--- src/rtl/mc_seq_pkg.sv ---
// Shared constants for the multicycle RV32I sequencer: opcodes, state encoding, widths.
package mc_seq_pkg;

  localparam int unsigned OP_W = 7;
  localparam int unsigned ST_W = 3;
  localparam int unsigned WD_W = 8;

  localparam logic [OP_W-1:0] OP_R     = 7'b0110011;
  localparam logic [OP_W-1:0] OP_I     = 7'b0010011;
  localparam logic [OP_W-1:0] OP_LOAD  = 7'b0000011;
  localparam logic [OP_W-1:0] OP_S     = 7'b0100011;
  localparam logic [OP_W-1:0] OP_B     = 7'b1100011;
  localparam logic [OP_W-1:0] OP_LUI   = 7'b0110111;
  localparam logic [OP_W-1:0] OP_AUIPC = 7'b0010111;
  localparam logic [OP_W-1:0] OP_JAL   = 7'b1101111;
  localparam logic [OP_W-1:0] OP_JALR  = 7'b1100111;

  typedef enum logic [ST_W-1:0] {
    S_IF   = 3'd0,
    S_ID   = 3'd1,
    S_EX   = 3'd2,
    S_MEM  = 3'd3,
    S_WB   = 3'd4,
    S_TRAP = 3'd7
  } state_e;

  function automatic logic op_legal(input logic [OP_W-1:0] op);
    case (op)
      OP_R, OP_I, OP_LOAD, OP_S, OP_B, OP_LUI, OP_AUIPC, OP_JAL, OP_JALR: op_legal = 1'b1;
      default: op_legal = 1'b0;
    endcase
  endfunction

endpackage

--- src/rtl/mc_seq_if.sv ---
// Instruction and data bus req/ack handshake between the sequencer and memory.
interface mc_seq_if;
  logic imem_req;
  logic imem_ack;
  logic dmem_req;
  logic dmem_we;
  logic dmem_ack;

  modport master (output imem_req, input imem_ack, output dmem_req, output dmem_we, input dmem_ack);
  modport slave  (input imem_req, output imem_ack, input dmem_req, input dmem_we, output dmem_ack);
endinterface

--- src/rtl/mc_seq_bus_watchdog.sv ---
// Counts unacknowledged request cycles and flags expiry on the last tolerated stall cycle.
module mc_bus_watchdog
  import mc_seq_pkg::*;
#(
  parameter int unsigned BUS_TIMEOUT = 255
) (
  input  logic clk,
  input  logic rst_n,
  input  logic req,
  input  logic ack,
  input  logic clr,
  output logic expire
);

  logic [WD_W-1:0] wd_cnt;

  always_ff @(posedge clk or negedge rst_n) begin
    if (!rst_n) begin
      wd_cnt <= '0;
    end else if (clr || ack) begin
      wd_cnt <= '0;
    end else if (req) begin
      wd_cnt <= wd_cnt + WD_W'(1);
    end
  end

  // A same-cycle ack always beats expiry.
  assign expire = req && !ack && (wd_cnt == WD_W'(BUS_TIMEOUT - 1));

endmodule

--- src/rtl/mc_seq.sv ---
// Multicycle RV32I state sequencer: fetch/decode/execute/memory/writeback with
// bus handshakes, watchdog-driven bus fault, sticky trap and retire counter.
module mc_seq
  import mc_seq_pkg::*;
#(
  parameter int unsigned BUS_TIMEOUT = 255,
  parameter int unsigned CNT_W       = 32
) (
  input  logic             clk,
  input  logic             rst_n,
  input  logic [OP_W-1:0]  opcode,
  input  logic             halt,
  mc_seq_if.master         bus,
  output logic             ir_we,
  output logic             pc_we,
  output logic             rf_we_en,
  output logic             instr_done,
  output logic [CNT_W-1:0] retire_cnt,
  output logic             trap,
  output logic             bus_fault,
  output logic [ST_W-1:0]  state
);

  state_e state_q, state_d;
  logic   pending;
  logic   fetch_req, mem_req, bus_ack, expire, st_change;

  // Requests are forced low while reset is held so nothing leaks out of the reset cycle.
  assign fetch_req = rst_n && (state_q == S_IF) && (pending || !halt);
  assign mem_req   = rst_n && (state_q == S_MEM);
  assign bus_ack   = (fetch_req && bus.imem_ack) || (mem_req && bus.dmem_ack);
  assign st_change = (state_d != state_q);
  assign state     = state_q;

  mc_bus_watchdog #(.BUS_TIMEOUT(BUS_TIMEOUT)) u_wd (
    .clk    (clk),
    .rst_n  (rst_n),
    .req    (fetch_req || mem_req),
    .ack    (bus_ack),
    .clr    (st_change),
    .expire (expire)
  );

  always_ff @(posedge clk or negedge rst_n) begin
    if (!rst_n) begin
      state_q    <= S_IF;
      pending    <= 1'b0;
      retire_cnt <= '0;
      trap       <= 1'b0;
      bus_fault  <= 1'b0;
    end else begin
      state_q <= state_d;
      pending <= fetch_req && !bus.imem_ack && !expire;
      if (instr_done)        retire_cnt <= retire_cnt + CNT_W'(1);
      if (state_d == S_TRAP) trap       <= 1'b1;
      if (expire)            bus_fault  <= 1'b1;
    end
  end

  always_comb begin
    state_d      = state_q;
    ir_we        = 1'b0;
    pc_we        = 1'b0;
    rf_we_en     = 1'b0;
    instr_done   = 1'b0;
    bus.imem_req = 1'b0;
    bus.dmem_req = 1'b0;
    bus.dmem_we  = 1'b0;
    case (state_q)
      S_IF: begin
        bus.imem_req = fetch_req;
        if (fetch_req && bus.imem_ack) begin
          ir_we   = 1'b1;
          state_d = S_ID;
        end else if (expire) begin
          state_d = S_TRAP;
        end
      end
      S_ID: state_d = op_legal(opcode) ? S_EX : S_TRAP;
      S_EX: begin
        if (opcode == OP_B) begin
          pc_we      = 1'b1;
          instr_done = 1'b1;
          state_d    = S_IF;
        end else if (opcode == OP_LOAD || opcode == OP_S) begin
          state_d = S_MEM;
        end else begin
          state_d = S_WB;
        end
      end
      S_MEM: begin
        bus.dmem_req = mem_req;
        bus.dmem_we  = mem_req && (opcode == OP_S);
        if (mem_req && bus.dmem_ack) begin
          if (opcode == OP_S) begin
            pc_we      = 1'b1;
            instr_done = 1'b1;
            state_d    = S_IF;
          end else begin
            state_d = S_WB;
          end
        end else if (expire) begin
          state_d = S_TRAP;
        end
      end
      S_WB: begin
        rf_we_en   = 1'b1;
        pc_we      = 1'b1;
        instr_done = 1'b1;
        state_d    = S_IF;
      end
      S_TRAP:  state_d = S_TRAP;
      default: state_d = S_TRAP;
    endcase
  end

endmodule

--- src/flat_wrapper.sv ---
// flat-port wrapper written by rule: the top's interface ports become plain ports
module mc_seq_flat import mc_seq_pkg::*;
#(
  parameter int unsigned BUS_TIMEOUT = 255,
  parameter int unsigned CNT_W       = 32
)
  (clk, rst_n, opcode, halt, ir_we, pc_we, rf_we_en, instr_done, retire_cnt, trap, bus_fault, state, bus_imem_req, bus_imem_ack, bus_dmem_req, bus_dmem_we, bus_dmem_ack);
  mc_seq_if bus_i ();
  input  logic clk;
  input  logic rst_n;
  input  logic [OP_W-1:0] opcode;
  input  logic halt;
  output logic ir_we;
  output logic pc_we;
  output logic rf_we_en;
  output logic instr_done;
  output logic [CNT_W-1:0] retire_cnt;
  output logic trap;
  output logic bus_fault;
  output logic [ST_W-1:0] state;
  output wire logic [$bits(bus_i.imem_req)-1:0] bus_imem_req;
  input wire logic [$bits(bus_i.imem_ack)-1:0] bus_imem_ack;
  output wire logic [$bits(bus_i.dmem_req)-1:0] bus_dmem_req;
  output wire logic [$bits(bus_i.dmem_we)-1:0] bus_dmem_we;
  input wire logic [$bits(bus_i.dmem_ack)-1:0] bus_dmem_ack;
  assign bus_imem_req = bus_i.imem_req;
  assign bus_i.imem_ack = bus_imem_ack;
  assign bus_dmem_req = bus_i.dmem_req;
  assign bus_dmem_we = bus_i.dmem_we;
  assign bus_i.dmem_ack = bus_dmem_ack;
  mc_seq #(.BUS_TIMEOUT(BUS_TIMEOUT), .CNT_W(CNT_W)) u_core (.clk(clk), .rst_n(rst_n), .opcode(opcode), .halt(halt), .bus(bus_i), .ir_we(ir_we), .pc_we(pc_we), .rf_we_en(rf_we_en), .instr_done(instr_done), .retire_cnt(retire_cnt), .trap(trap), .bus_fault(bus_fault), .state(state));
endmodule
--- config.mk ---
export PLATFORM = sky130hd
export DESIGN_NAME = mc_seq_flat
export DESIGN_NICKNAME = d
export VERILOG_FILES = /design/src/rtl/mc_seq_pkg.sv /design/src/rtl/mc_seq_if.sv /design/src/rtl/mc_seq_bus_watchdog.sv /design/src/rtl/mc_seq.sv /design/src/flat_wrapper.sv
export SDC_FILE = /design/constraint.sdc
export NUM_CORES = 1
export LEC_CHECK = 0
export CAP_MARGIN = 5
export CORE_MARGIN = 10
export CORE_UTILIZATION = 51
export DETAILED_ROUTE_END_ITERATION = 12
export PLACE_DENSITY = 0.9
export SYNTH_ARGS = -nofsm -noshare
export SYNTH_HDL_FRONTEND = slang
export SYNTH_SLANG_ARGS = --single-unit
--- constraint.sdc ---
create_clock -name clk -period 2.2 [get_ports clk]
set_clock_uncertainty 0.05 [all_clocks]
set_input_delay 0.44 -clock clk [delete_from_list [all_inputs] [get_ports clk]]
set_output_delay 0.44 -clock clk [all_outputs]
set_load 0.05 [all_outputs]
[Word level (Yosys, flattened, before mapping)]
Index checks and enable logic that the tools add are counted.
Word-level totals
  logic and storage cells: 68
  output and inout bits: 44
  input bits: 12
  bits in registers: 46
Operators by class
  mux-type cells: 22
  reduce and logical (&&, ||, !) cells: 22
  $add $sub $neg: 2
  eq/ne operators: 16
Operator list (number)
  $add 32x1->32 const B: 1
  $eq 7x6->1 const B: 3
  $eq 7x7->1 const B: 3
  $mux 3: 7
  $mux 8: 2
  $pmux 3 s5: 1
  $eq 7x5->1 const B: 2
  $mux 1: 11
  $logic_and 1x1->1: 10
  $reduce_or 9->1: 1
  $add 8x1->8 const B: 1
  $eq 8x8->1 const B: 1
  $eq 7x2->1 const B: 1
  $eq 3x2->1 const B: 2
  $eq 3x3->1 const B: 2
  $logic_or 1x1->1: 5
  $logic_not 1->1: 4
  $eq 3x1->1 const B: 1
  $logic_not 3->1: 1
  $ne 3x3->1: 1
  $pmux 1 s3: 1
  $reduce_bool 2->1: 1

[Logic depth before layout (Yosys ltp)]
Gate-level depths: netlist of run 1.
  word-level depth: 14
  mapped depth: 7
  mapped depth without buffers: 7

[Hierarchy]
Synthesis of run 1 repeated with hierarchy kept, for this count alone.
Unflattened totals
  cells, all modules: 234
  area total of the unflattened synthesis: 2424.8 um^2
By module, submodules not included
  mc_seq: cells an instance 192, area an instance 2004.4 um^2, times used 1, sequential area each 950.9 um^2
  mc_bus_watchdog: cells an instance 42, area an instance 420.4 um^2, times used 1, sequential area each 200.2 um^2

[Worst setup path after synthesis of run 1]
OpenSTA, ideal clock, no wires.
  kind: flip-flop to output port
  start point: register u_core.state_q[0] (netlist: u_core.state[0])
  end point: output port pc_we
  path buffers: 3
  arrival time: 2.743 ns
  cell stages (with the launch flop): 7
  slack: -1.033 ns
  path through: dfrtp_1 buf_6 or2_2 nor2_2 or2_2 clkbuf_1 buf_4
Between the ends
  longest elaborated chain between the ends: 5
Ends and longest elaborated chain
  start: declaration: line mc_seq.sv:24  | state_e state_q, state_d;
  start signal: assignment: line mc_seq.sv:52  | state_q <= state_d;
  $eq 3x2->1
  $logic_and 1x1->1: line mc_seq.sv:30  | assign mem_req = rst_n && (state_q == S_MEM);
  $logic_and 1x1->1: line mc_seq.sv:94  | if (mem_req && bus.dmem_ack) begin
  $mux 1
  $pmux 1 s3 *
  end: declaration: line flat_wrapper.sv:14  | output logic pc_we;
Mark *: on every way between the ends. The rest lies on a longest branch, timed or not.

[Worst setup path in the final report of run 1]
  start point: register u_core.state_q[2] (netlist: u_core.state[2])
  end point: output port instr_done
Between the ends
  longest elaborated chain between the ends: 5
Ends and longest elaborated chain
  $eq 3x2->1: line mc_seq.sv:30, mc_seq.sv:69
  $logic_and 1x1->1: line mc_seq.sv:30
  $logic_and 1x1->1: line mc_seq.sv:94
  $mux 1: line mc_seq.sv:94
  $pmux 1 s3 *: line mc_seq.sv:69  | case (state_q)
  end: declaration: line flat_wrapper.sv:16  | output logic instr_done;
Marks and branches as above.

==> flow_summary_export.csv, run 1 <==
group,metric,value,unit
sta,slew_headroom,0.641,
synthesis,avgSynthCellArea,10.2,µm²
sta,maxSlewViolCount,0,
setup_path,cp_data_required_time,1.71,ns
setup_path,crit_type,"reg2out",
cells_and_area,syn2layout_area_growth,43.4,%
floorplan,fp-row-count,25,
cts,cts_buffer_depth,2,
cts,clock-sinks,46,
synthesis,yosysWarningCount,0,
setup_path,r2r_start,"u_core.state[2]",
cts,cts_tree,"yes",
sta,setup_ws,-0.0679,ns
detailed_routing,drc,0,
cells_and_area,final_cell_area,3650,µm²
setup_path,startpoint,"u_core.state[2]",
cells_and_area,regArea,1150,µm²
global_routing,antenna_found_initial,0,
cells_and_area,num_antenna_cells,0,
detailed_routing,drt_iter0_drc,168,
global_routing,grt_pass1_vias,2518,
synthesis,syn_inst,250,
synthesis,yosys.area_share.xor_xnor,0.131,
global_routing,grt_max_degree,40,
detailed_routing,drt_pre_antenna_iters,4,
detailed_routing,num_vias,2329,
sta,layout_min_cycle_time,2.27,ns
setup_path,worst_setup_path_end_kind,"output port",
pwr,clkPwrFrac,0.367,
cts,insertion_delay,0.30,ns
pwr,seq_power_share,0.511,
pwr,power_density,487,nW/µm²
pwr,p_int,1.32,mW
sta,fmax,441,MHz
cells_and_area,final_nets,356,
run_status,violations,"negative setup slack",
cts,clkTransAtPathRegs,0.09,ns
pwr,p_leak,1.66,nW
detailed_routing,postRouteAntennaNets,0,
setup_path,r2r_slack,0.04,ns
synthesis,seq_area_frac_synth,0.452,
floorplan,core,4790,µm²
cts,clockRootBuffer,"clkbuf_8",
detailed_routing,viasPerCell,5.71,
floorplan,top_level_ports,56,
setup_path,cp.arrival,1.78,ns
setup_path,critical_path.max_stage_delay,0.43,ns
sta,hold_ws,0.0945,ns
floorplan,initial_core_util,0.532,
sta,tightest_slew,0.535,ns
synthesis,syn_area,2540,µm²
sta,rsz0062_at_grt,"true",
pwr,ir_drop,489,µV
detailed_routing,post_drt_wl_per_cell,17.7,µm
synthesis,synth_nets,265,
placement,place_area,3440,µm²
synthesis,ys_seq_elements,46,
sta,post-route-period-util,1.03,
sta,finalSetupViolCount,2,
pwr,combinationalPowerShare,0.122,
setup_path,timing.rr.end,"u_core.retire_cnt[14]",
global_routing,grt_usage,0.180,
cells_and_area,drive_gt1_frac,0.246,
sta,hold_viol,0,
cts,numCtsBuffers,5,
global_routing,overflow,0,
global_routing,grt_pass1_wl,12400,µm
cells_and_area,multi_input_area,1370,µm²
placement,io_buffers,55,
setup_path,crit_fanout,4,
min_path,min_path_type,"in2async",
synthesis,synth_compound_area_frac,0.0929,
setup_path,cp_slowest_cell,"dfrtp_1",
pwr,switching_share,0.257,
setup_path,path_cells,"nand3b_1 -> a2111oi_4 -> buf_4 -> or2_4 -> buf_12",
synthesis,yosys.area_share.simple,0.270,
cts,htreeDepth,2,
cells_and_area,num-fill-cells,328,
floorplan,die_area,8220,µm²
floorplan,dieHeight,90.6,µm
synthesis,ys_types,50,
synthesis,yosys.area_share.adder,0.0147,
placement,gp_congestion,0.884,
run_status,status,"finished with violations",
placement,place_hpwl,5090,µm
detailed_routing,routed_wl,7220,µm
floorplan,chipWidth,90.6,µm
setup_path,worstRegToRegCells,7,
job,cap_violations,0,
synthesis,synth_top_family_by_area,"simple AND/OR/NAND/NOR gates",
setup_path,endpoint,"instr_done",
setup_path,crit_path_start_kind,"register",
synthesis,muxShareOfSynthArea,0.00442,
pwr,switching_power,0.458,mW
[cells in the mapped netlist (all sizes together)]
master	count	area [µm²]
o21ai	4	20.0
xor2	20	175
nand4b	1	23.8
mux2	1	11.3
o21a	2	15.0
nand2b	3	26.3
and3	5	31.3
ha	3	37.5
o31a	1	8.76
nand2	18	67.6
inv	10	37.5
or4	1	7.51
a21oi	2	10.0
nand3	16	80.1
a21bo	1	10.0
a2111oi	1	27.5
and3b	1	8.76
o41ai	1	8.76
o211a	1	10.0
nand4bb	1	11.3
clkbuf	3	12.5
o2111ai	2	35.0
nor3	17	106
nand3b	1	7.51
a31oi	2	12.5
a311oi	2	17.5
a41oi	1	8.76
o211ai	3	27.5
a21boi	1	7.51
dfrtp	46	1150
a21o	1	7.51
nor4	14	119
xnor2	18	158
a311o	1	10.0
buf	5	38.8
nand4	12	75.1
nor2	22	85.1
nor2b	3	18.8
or2	3	18.8
[worst min-delay path by stage]
| stage | start | to | slack (ns) | depth (start not counted) |
|---|---|---|---|---|
| finish | rst_n | u_core.bus_fault | 0.09 | 2 |
| global route | rst_n | u_core.u_wd.wd_cnt[1] | 0.10 | 2 |
| CTS | rst_n | u_core.u_wd.wd_cnt[2] | 0.08 | 2 |
| detailed placement | rst_n | u_core.state[0] | 0.22 | 1 |
| global placement | rst_n | u_core.state[0] | 0.21 | 1 |
| floorplan | rst_n | u_core.bus_fault | 0.09 | 0 |
[critical path, delay by kind of cell, from the launching register on]
kind | cells | cell delay, ns
compound gates | 1 | 0.37
simple gates | 2 | 0.35
flops | 1 | 0.43
buf+inv | 2 | 0.32
[through the flow]
stage	TNS (ns)	setup slack (ns)	utilization	power, mW	cells
after global placement	-11.15	-0.354	0.719	1.14	395
final	-0.136	-0.0679	0.763	1.78	408
after CTS	-0.209	-0.104	0.755	1.78	407
after global routing	-0.460	-0.135	0.763	1.84	408
after floorplan	-0.106	-0.106	-	1.03	250
after detailed placement	-14.63	-0.483	0.719	1.14	395
[logic make-up after synthesis]
kind of cell               Yosys count
DFF                                 46
buffers and inverters               18
muxes                                1
AOI/OAI and AO/OA                   26
xor gates and xnor gates            38
and+or+nand+nor                    118
adders and majority gates            3
[repair_timing]
action                                  CTS  global route
endpoints found under the setup margin   27            16
setup buffers                             4             1
pin swaps                                 4             3
endpoints found under the hold margin     1             0
hold buffers                              1             0
resized for setup                        14            10
[flip-flops by register name, summed over array words and instances (netlist names)]
signal	flops
u_core.state	3
u_core.pending	1
u_core.retire_cnt	32
u_core.trap	1
u_core.u_wd.wd_cnt	8
u_core.bus_fault	1
[layer usage]
metal	GRT usage	share of wire	vias up
met1	0.211	0.40	1144
met3	0.0607	0.072	22
met2	0.296	0.50	83
met5	0	0	-
li1	-	-	1080
met4	0.0676	0.024	0
[final cells by class]
type	count	area share
Multi-Input combinational cell	186	0.376
Sequential cell	46	0.316
Timing Repair Buffer	92	0.244
Tap cell	67	0.0230
Clock buffer	6	0.0226
Inverter	10	0.0103
Clock inverter	1	0.00823
[cell usage in the layout (no fill, tap or decap), drive strengths merged, types with 12 or more instances in the layout]
cell type,netlist,routed
buf,5,46
clkdlybuf4s50,0,36
dfrtp,46,46
nand2,18,18
nand3,16,16
nand4,12,12
nor2,22,22
nor3,17,17
nor4,14,14
xnor2,18,18
xor2,20,20
[power by group through the flow]
stage               Sequential (mW)  Combinational (mW)  Clock, mW
floorplan                     0.982              0.0498          0
global placement              0.924               0.214          0
detailed placement            0.925               0.218          0
CTS                           0.909               0.219      0.655
global route                  0.913               0.237      0.692
finish                        0.909               0.217      0.652
Note: power is estimated with default switching activity, not from simulation.
==> inputs of run 2 (changes only) <==
--- a/config.mk
+++ b/config.mk
@@ -7,9 +7,10 @@
 export LEC_CHECK = 0
 export CAP_MARGIN = 5
 export CORE_MARGIN = 10
-export CORE_UTILIZATION = 51
+export CORE_UTILIZATION = 25
+export CTS_BUF_LIST = sky130_fd_sc_hd__clkbuf_4
 export DETAILED_ROUTE_END_ITERATION = 12
-export PLACE_DENSITY = 0.9
+export PLACE_DENSITY_LB_ADDON = 0.25
 export SYNTH_ARGS = -nofsm -noshare
 export SYNTH_HDL_FRONTEND = slang
 export SYNTH_SLANG_ARGS = --single-unit
==> run 2 against run 1 <==
The flow still finishes with violations (negative setup slack). Maximum frequency is 0.44% higher. Utilization decreased by 38 points. Combinational power is 2% lower. Design area up 4.4%. Critical path depth is 1 higher. Sequential power about the same. Routed wire length is 4.3% lower. Setup slack gained 0.0098 ns. Global-route usage down 8.1 points. Register-to-register slack gained 0.09 ns.
==> flow_summary_export.csv, run 2 (same netlist as run 1, synthesis figures left out) <==
group,metric,value,unit
floorplan,initial_core_util,0.258,
detailed_routing,routed_wl,6910,µm
cells_and_area,layout_common_cells,"49 x buf_4, 44 x dfrtp_1, 20 x xor2_1",
placement,place_hpwl,5070,µm
sta,tightest_slew,0.637,ns
detailed_routing,drc,0,
detailed_routing,post_drt_wl_per_cell,14.2,µm
global_routing,grt_pass1_wl,11800,µm
pwr,combinationalPowerShare,0.137,
setup_path,cp_slowest_cell,"clkdlybuf4s50_1",
pwr,power_density,405,nW/µm²
cts,cts_tree,"yes",
placement,gp_congestion,0.778,
sta,post-route-period-util,1.03,
sta,fmax,443,MHz
setup_path,crit_type,"in2out",
setup_path,r2r_start,"u_core.state[0]",
setup_path,cp.arrival,1.77,ns
detailed_routing,drt_pre_antenna_iters,4,
sta,rsz0062_at_grt,"true",
cts,insertion_delay,0.37,ns
floorplan,fp-row-count,36,
floorplan,dieHeight,121,µm
pwr,p_leak,2.05,nW
cells_and_area,top_register,"u_core.retire_cnt",
cells_and_area,largest_reg_flops,32,
cts,htreeDepth,2,
setup_path,r2r_slack,0.13,ns
run_status,violations,"negative setup slack",
cells_and_area,final_cell_area,3810,µm²
detailed_routing,drt_iter0_drc,56,
cells_and_area,final_nets,367,
placement,pre_cts_ws,-0.423,ns
setup_path,cp_data_required_time,1.71,ns
floorplan,chipWidth,121,µm
cells_and_area,drive_gt1_frac,0.283,
pwr,p_int,1.09,mW
pwr,switching_power,0.455,mW
setup_path,startpoint,"opcode[5]",
cts,clock-sinks,46,
pwr,seq_power_share,0.588,
setup_path,crit_path_start_kind,"primary input",
setup_path,crit_fanout,3,
cells_and_area,final_common_cell,"buf_4",
min_path,min_path_type,"in2async",
sta,layout_min_cycle_time,2.26,ns
cts,clockRootBuffer,"clkbuf_4",
global_routing,grt_max_degree,50,
floorplan,top_level_ports,56,
detailed_routing,viasPerCell,4.57,
sta,maxSlewViolCount,0,
job,cap_violations,0,
floorplan,core,9860,µm²
cts,clkTransAtPathRegs,0.14,ns
cells_and_area,num_antenna_cells,0,
cts,cts_buffer_depth,2,
run_status,status,"finished with violations",
global_routing,grt_pass1_vias,2400,
detailed_routing,num_vias,2223,
global_routing,overflow,0,
sta,setup_ws,-0.0580,ns
global_routing,grt_usage,0.0987,
placement,io_buffers,55,
global_routing,antenna_found_initial,0,
pwr,ir_drop,198,µV
cells_and_area,syn2layout_area_growth,49.8,%
placement,place_area,3580,µm²
floorplan,die_area,14600,µm²
sta,finalSetupViolCount,2,
setup_path,critical_path.max_stage_delay,0.49,ns
setup_path,worst_setup_path_end_kind,"output port",
sta,hold_ws,0.285,ns
pwr,switching_share,0.295,
sta,hold_viol,0,
pwr,clkPwrFrac,0.275,
setup_path,path_cells,"clkdlybuf4s50_1 -> nand3b_1 -> a2111oi_4 -> buf_4 -> or2_4 -> buf_12",
cts,numCtsBuffers,5,
sta,slew_headroom,0.575,
detailed_routing,postRouteAntennaNets,0,
[run 2: power groups by stage]
stage	sequential [mW]	clock, mW	combinational (mW)
final	0.908	0.425	0.212
after global placement	0.926	0	0.219
after CTS	0.910	0.458	0.216
after global routing	0.916	0.495	0.231
after detailed placement	0.926	0	0.222
after floorplan	0.982	0	0.0498
[run 2: through the flow]
| stage | cells | power, mW | setup TNS (ns) | utilization |
|---|---|---|---|---|
| 6_report | 486 | 1.54 | -0.116 | 0.386 |
| 3_5_place_dp | 468 | 1.15 | -13.59 | 0.363 |
| 2_1_floorplan | 250 | 1.03 | -0.106 | - |
| 3_3_place_gp | 468 | 1.14 | -11.66 | 0.363 |
| 5_1_grt | 486 | 1.64 | -0.336 | 0.386 |
| 4_1_cts | 485 | 1.58 | -0.157 | 0.378 |
[run 2: worst paths after layout]
check	to	depth (start not counted)
setup / recovery	instr_done	6
hold / removal	u_core.retire_cnt[1]	2
setup reg to reg	u_core.retire_cnt[19]	8
hold reg to reg	u_core.retire_cnt[31]	1
max in group asynchronous	u_core.state[0]	2
min in group clk	u_core.retire_cnt[31]	1
[run 2: timing repair]
action / 4_1_cts / 5_1_grt
pin swaps: 6 / 2
buffers inserted: 10 / 1
endpoints found under the setup margin: 12 / 24
hold endpoints to repair: 0 / 0
hold buffers: 0 / 0
resized for setup: 19 / 26
[run 2: final cells by class]
class	count	area, µm²
clock buffer	6	45.0
clock inverter	2	13.8
fill	984	6050
inverter	10	37.5
multi-input combinational	186	1380
sequential	46	1150
tap	133	166
timing repair buffer	103	1020
[run 2: critical path, delay by kind of cell]
kind                   cells  cell delay [ns]
AND/OR/NAND/NOR            2             0.29
AO/OA/AOI/OAI              1             0.24
buffers and inverters      3             0.80
[run 2: per-layer routing]
metal,global-route usage,vias up,wire (µm)
met2,0.162,47,3280
met3,0.0419,4,439
met1,0.117,1070,3150
met5,0,-,0
li1,-,1102,-
met4,0.0241,0,41
==> inputs of run 3 (changes only) <==
--- a/config.mk
+++ b/config.mk
@@ -11,6 +11,8 @@
 export CTS_BUF_LIST = sky130_fd_sc_hd__clkbuf_4
 export DETAILED_ROUTE_END_ITERATION = 12
 export PLACE_DENSITY_LB_ADDON = 0.25
+export REMOVE_ABC_BUFFERS = 1
 export SYNTH_ARGS = -nofsm -noshare
 export SYNTH_HDL_FRONTEND = slang
 export SYNTH_SLANG_ARGS = --single-unit
+export TNS_END_PERCENT = 50
==> run 3 against run 2 <==
The flow still finishes with violations (negative setup slack). Sequential power hardly changed. Global-route usage is 0.28 points lower. Combinational power hardly changed. Design area hardly changed. Largest power group unchanged.
==> flow_summary_export.csv, run 3 (same netlist as run 1, synthesis figures left out) <==
group,metric,value,unit
run_status,status,"finished with violations",
run_status,violations,"negative setup slack",
cts,clockRootBuffer,"clkbuf_4",
setup_path,cp.arrival,1.84,ns
sta,rsz0062_at_grt,"true",
pwr,seq_power_share,0.543,
setup_path,cp_data_required_time,1.71,ns
cells_and_area,layout.cells.non_filler,481,
placement,pre_cts_ws,-0.431,ns
cts,cts_buffer_depth,2,
min_path,min_path_type,"in2async",
detailed_routing,viasPerCell,4.59,
sta,tightest_slew,0.529,ns
cells_and_area,drive_gt1_frac,0.270,
sta,post-route-period-util,1.06,
cells_and_area,num_antenna_cells,0,
cts,insertion_delay,0.38,ns
placement,io_buffers,55,
sta,slew_headroom,0.647,
pwr,switching_power,0.470,mW
cells_and_area,largest_reg_flops,32,
floorplan,core,9860,µm²
global_routing,grt_pass1_wl,11700,µm
setup_path,crit_fanout,3,
cts,numCtsBuffers,5,
cts,clock-sinks,46,
floorplan,top_level_ports,56,
placement,gp_congestion,0.777,
sta,setup_tns,-0.289,ns
floorplan,dieHeight,121,µm
setup_path,r2r_start,"u_core.state[0]",
pwr,switching_share,0.281,
global_routing,antenna_found_initial,0,
detailed_routing,drc,0,
setup_path,worstRegToRegCells,7,
pwr,power_density,439,nW/µm²
sta,setup_ws,-0.126,ns
detailed_routing,postRouteAntennaNets,0,
cells_and_area,final_common_cell,"buf_4",
setup_path,crit_type,"in2out",
global_routing,grt_pass1_vias,2316,
setup_path,timing.rr.end,"u_core.retire_cnt[25]",
cells_and_area,syn2layout_area_growth,49.9,%
global_routing,grt_max_degree,27,
sta,maxSlewViolCount,0,
sta,finalSetupViolCount,3,
pwr,clkPwrFrac,0.330,
cells_and_area,top_register,"u_core.retire_cnt",
floorplan,fp-row-count,36,
global_routing,grt_usage,0.0959,
placement,place_hpwl,5200,µm
cts,clkTransAtPathRegs,0.15,ns
pwr,p_int,1.21,mW
pwr,ir_drop,226,µV
detailed_routing,num_vias,2209,
floorplan,initial_core_util,0.258,
floorplan,die_area,14600,µm²
cts,cts_tree,"yes",
sta,hold_viol,0,
sta,fmax,430,MHz
detailed_routing,routed_wl,6900,µm
setup_path,worst_setup_path_end_kind,"output port",
placement,dp.cells,467,
setup_path,crit_path_start_kind,"primary input",
cells_and_area,final_nets,362,
floorplan,chipWidth,121,µm
detailed_routing,drt_iter0_drc,80,
detailed_routing,drt_pre_antenna_iters,4,
cts,htreeDepth,2,
sta,layout_min_cycle_time,2.33,ns
pwr,combinationalPowerShare,0.128,
global_routing,overflow,0,
cells_and_area,layout_common_cells,"46 x buf_4, 45 x dfrtp_1, 20 x xor2_1, 20 x clkdlybuf4s50_1, 19 x nor2_1",
job,cap_violations,0,
setup_path,r2r_slack,0.13,ns
cts,cts_hold_buf,0,
detailed_routing,post_drt_wl_per_cell,14.3,µm
pwr,p_leak,2.01,nW
==> run 3: cell count changes in the layout (fill, tap and decap cells not counted), sizes merged <==
cell           change
clkinvlp           +1
bufinv             +1
dlygate4sd2        -5
clkinv             -2
clkdlybuf4s15      -1
buf                -5
dlymetal6s2s       +1
clkdlybuf4s50      +5
==> run 3: metrics by stage <==
stage / hold WS [ns] / instance area [µm²] / power [mW] / utilization
finish: 0.0793 / 3810 / 1.68 / 0.387
global route: 0.104 / 3810 / 1.76 / 0.387
CTS: 0.0880 / 3700 / 1.70 / 0.375
detailed placement: 0.404 / 3560 / 1.15 / 0.360
global placement: 0.405 / 3560 / 1.14 / 0.360
floorplan: 0.0944 / 2490 / 1.03 / -
==> run 3: repair_timing <==
item / CTS / global route
endpoints found under the setup margin: 12 / 27
endpoints found under the hold margin: 0 / 0
pin swaps: 3 / 4
buffers inserted: 3 / 3
resized for setup: 16 / 25
==> run 3: layout make-up <==
cell class | instances | area (µm²)
fillers | 995 | 6050
multi-input cells | 186 | 1400
flip-flops and latches | 46 | 1150
repair buffers | 98 | 980
well taps | 133 | 166
clock buffers | 6 | 45.0
clock inverters | 2 | 37.5
inverters | 10 | 37.5
==> run 3: power groups by stage <==
stage | Combinational (mW) | Sequential [mW] | Clock (mW)
floorplan | 0.0498 | 0.982 | 0
global placement | 0.218 | 0.924 | 0
detailed placement | 0.221 | 0.926 | 0
CTS | 0.217 | 0.910 | 0.570
global route | 0.235 | 0.914 | 0.610
finish | 0.214 | 0.909 | 0.553
==> run 3: worst max-delay path by stage <==
stage | from | to | slack, ns | depth (start not counted)
global route | u_core.state[0] | pc_we | -0.23 | 5
CTS | u_core.state[0] | pc_we | -0.18 | 5
detailed placement | opcode[4] | pc_we | -0.43 | 6
global placement | opcode[4] | pc_we | -0.39 | 6
floorplan | u_core.state[0] | bus_dmem_we | -0.60 | 3
finish | opcode[5] | pc_we | -0.13 | 6
==> run 3: metal layers <==
layer  routed length (µm)  global-route usage
met5                    0                   0
met4                   69              0.0219
met3                  464              0.0344
met2                 3130               0.148
met1                 3240               0.125
==> run 3: worst max-delay path, stage by stage <==
cell	delay [ns]
clkdlybuf4s50_1	0.48
nand3b_1	0.12
a2111oi_4	0.33
buf_4	0.18
or2_4	0.15
buf_12	0.14
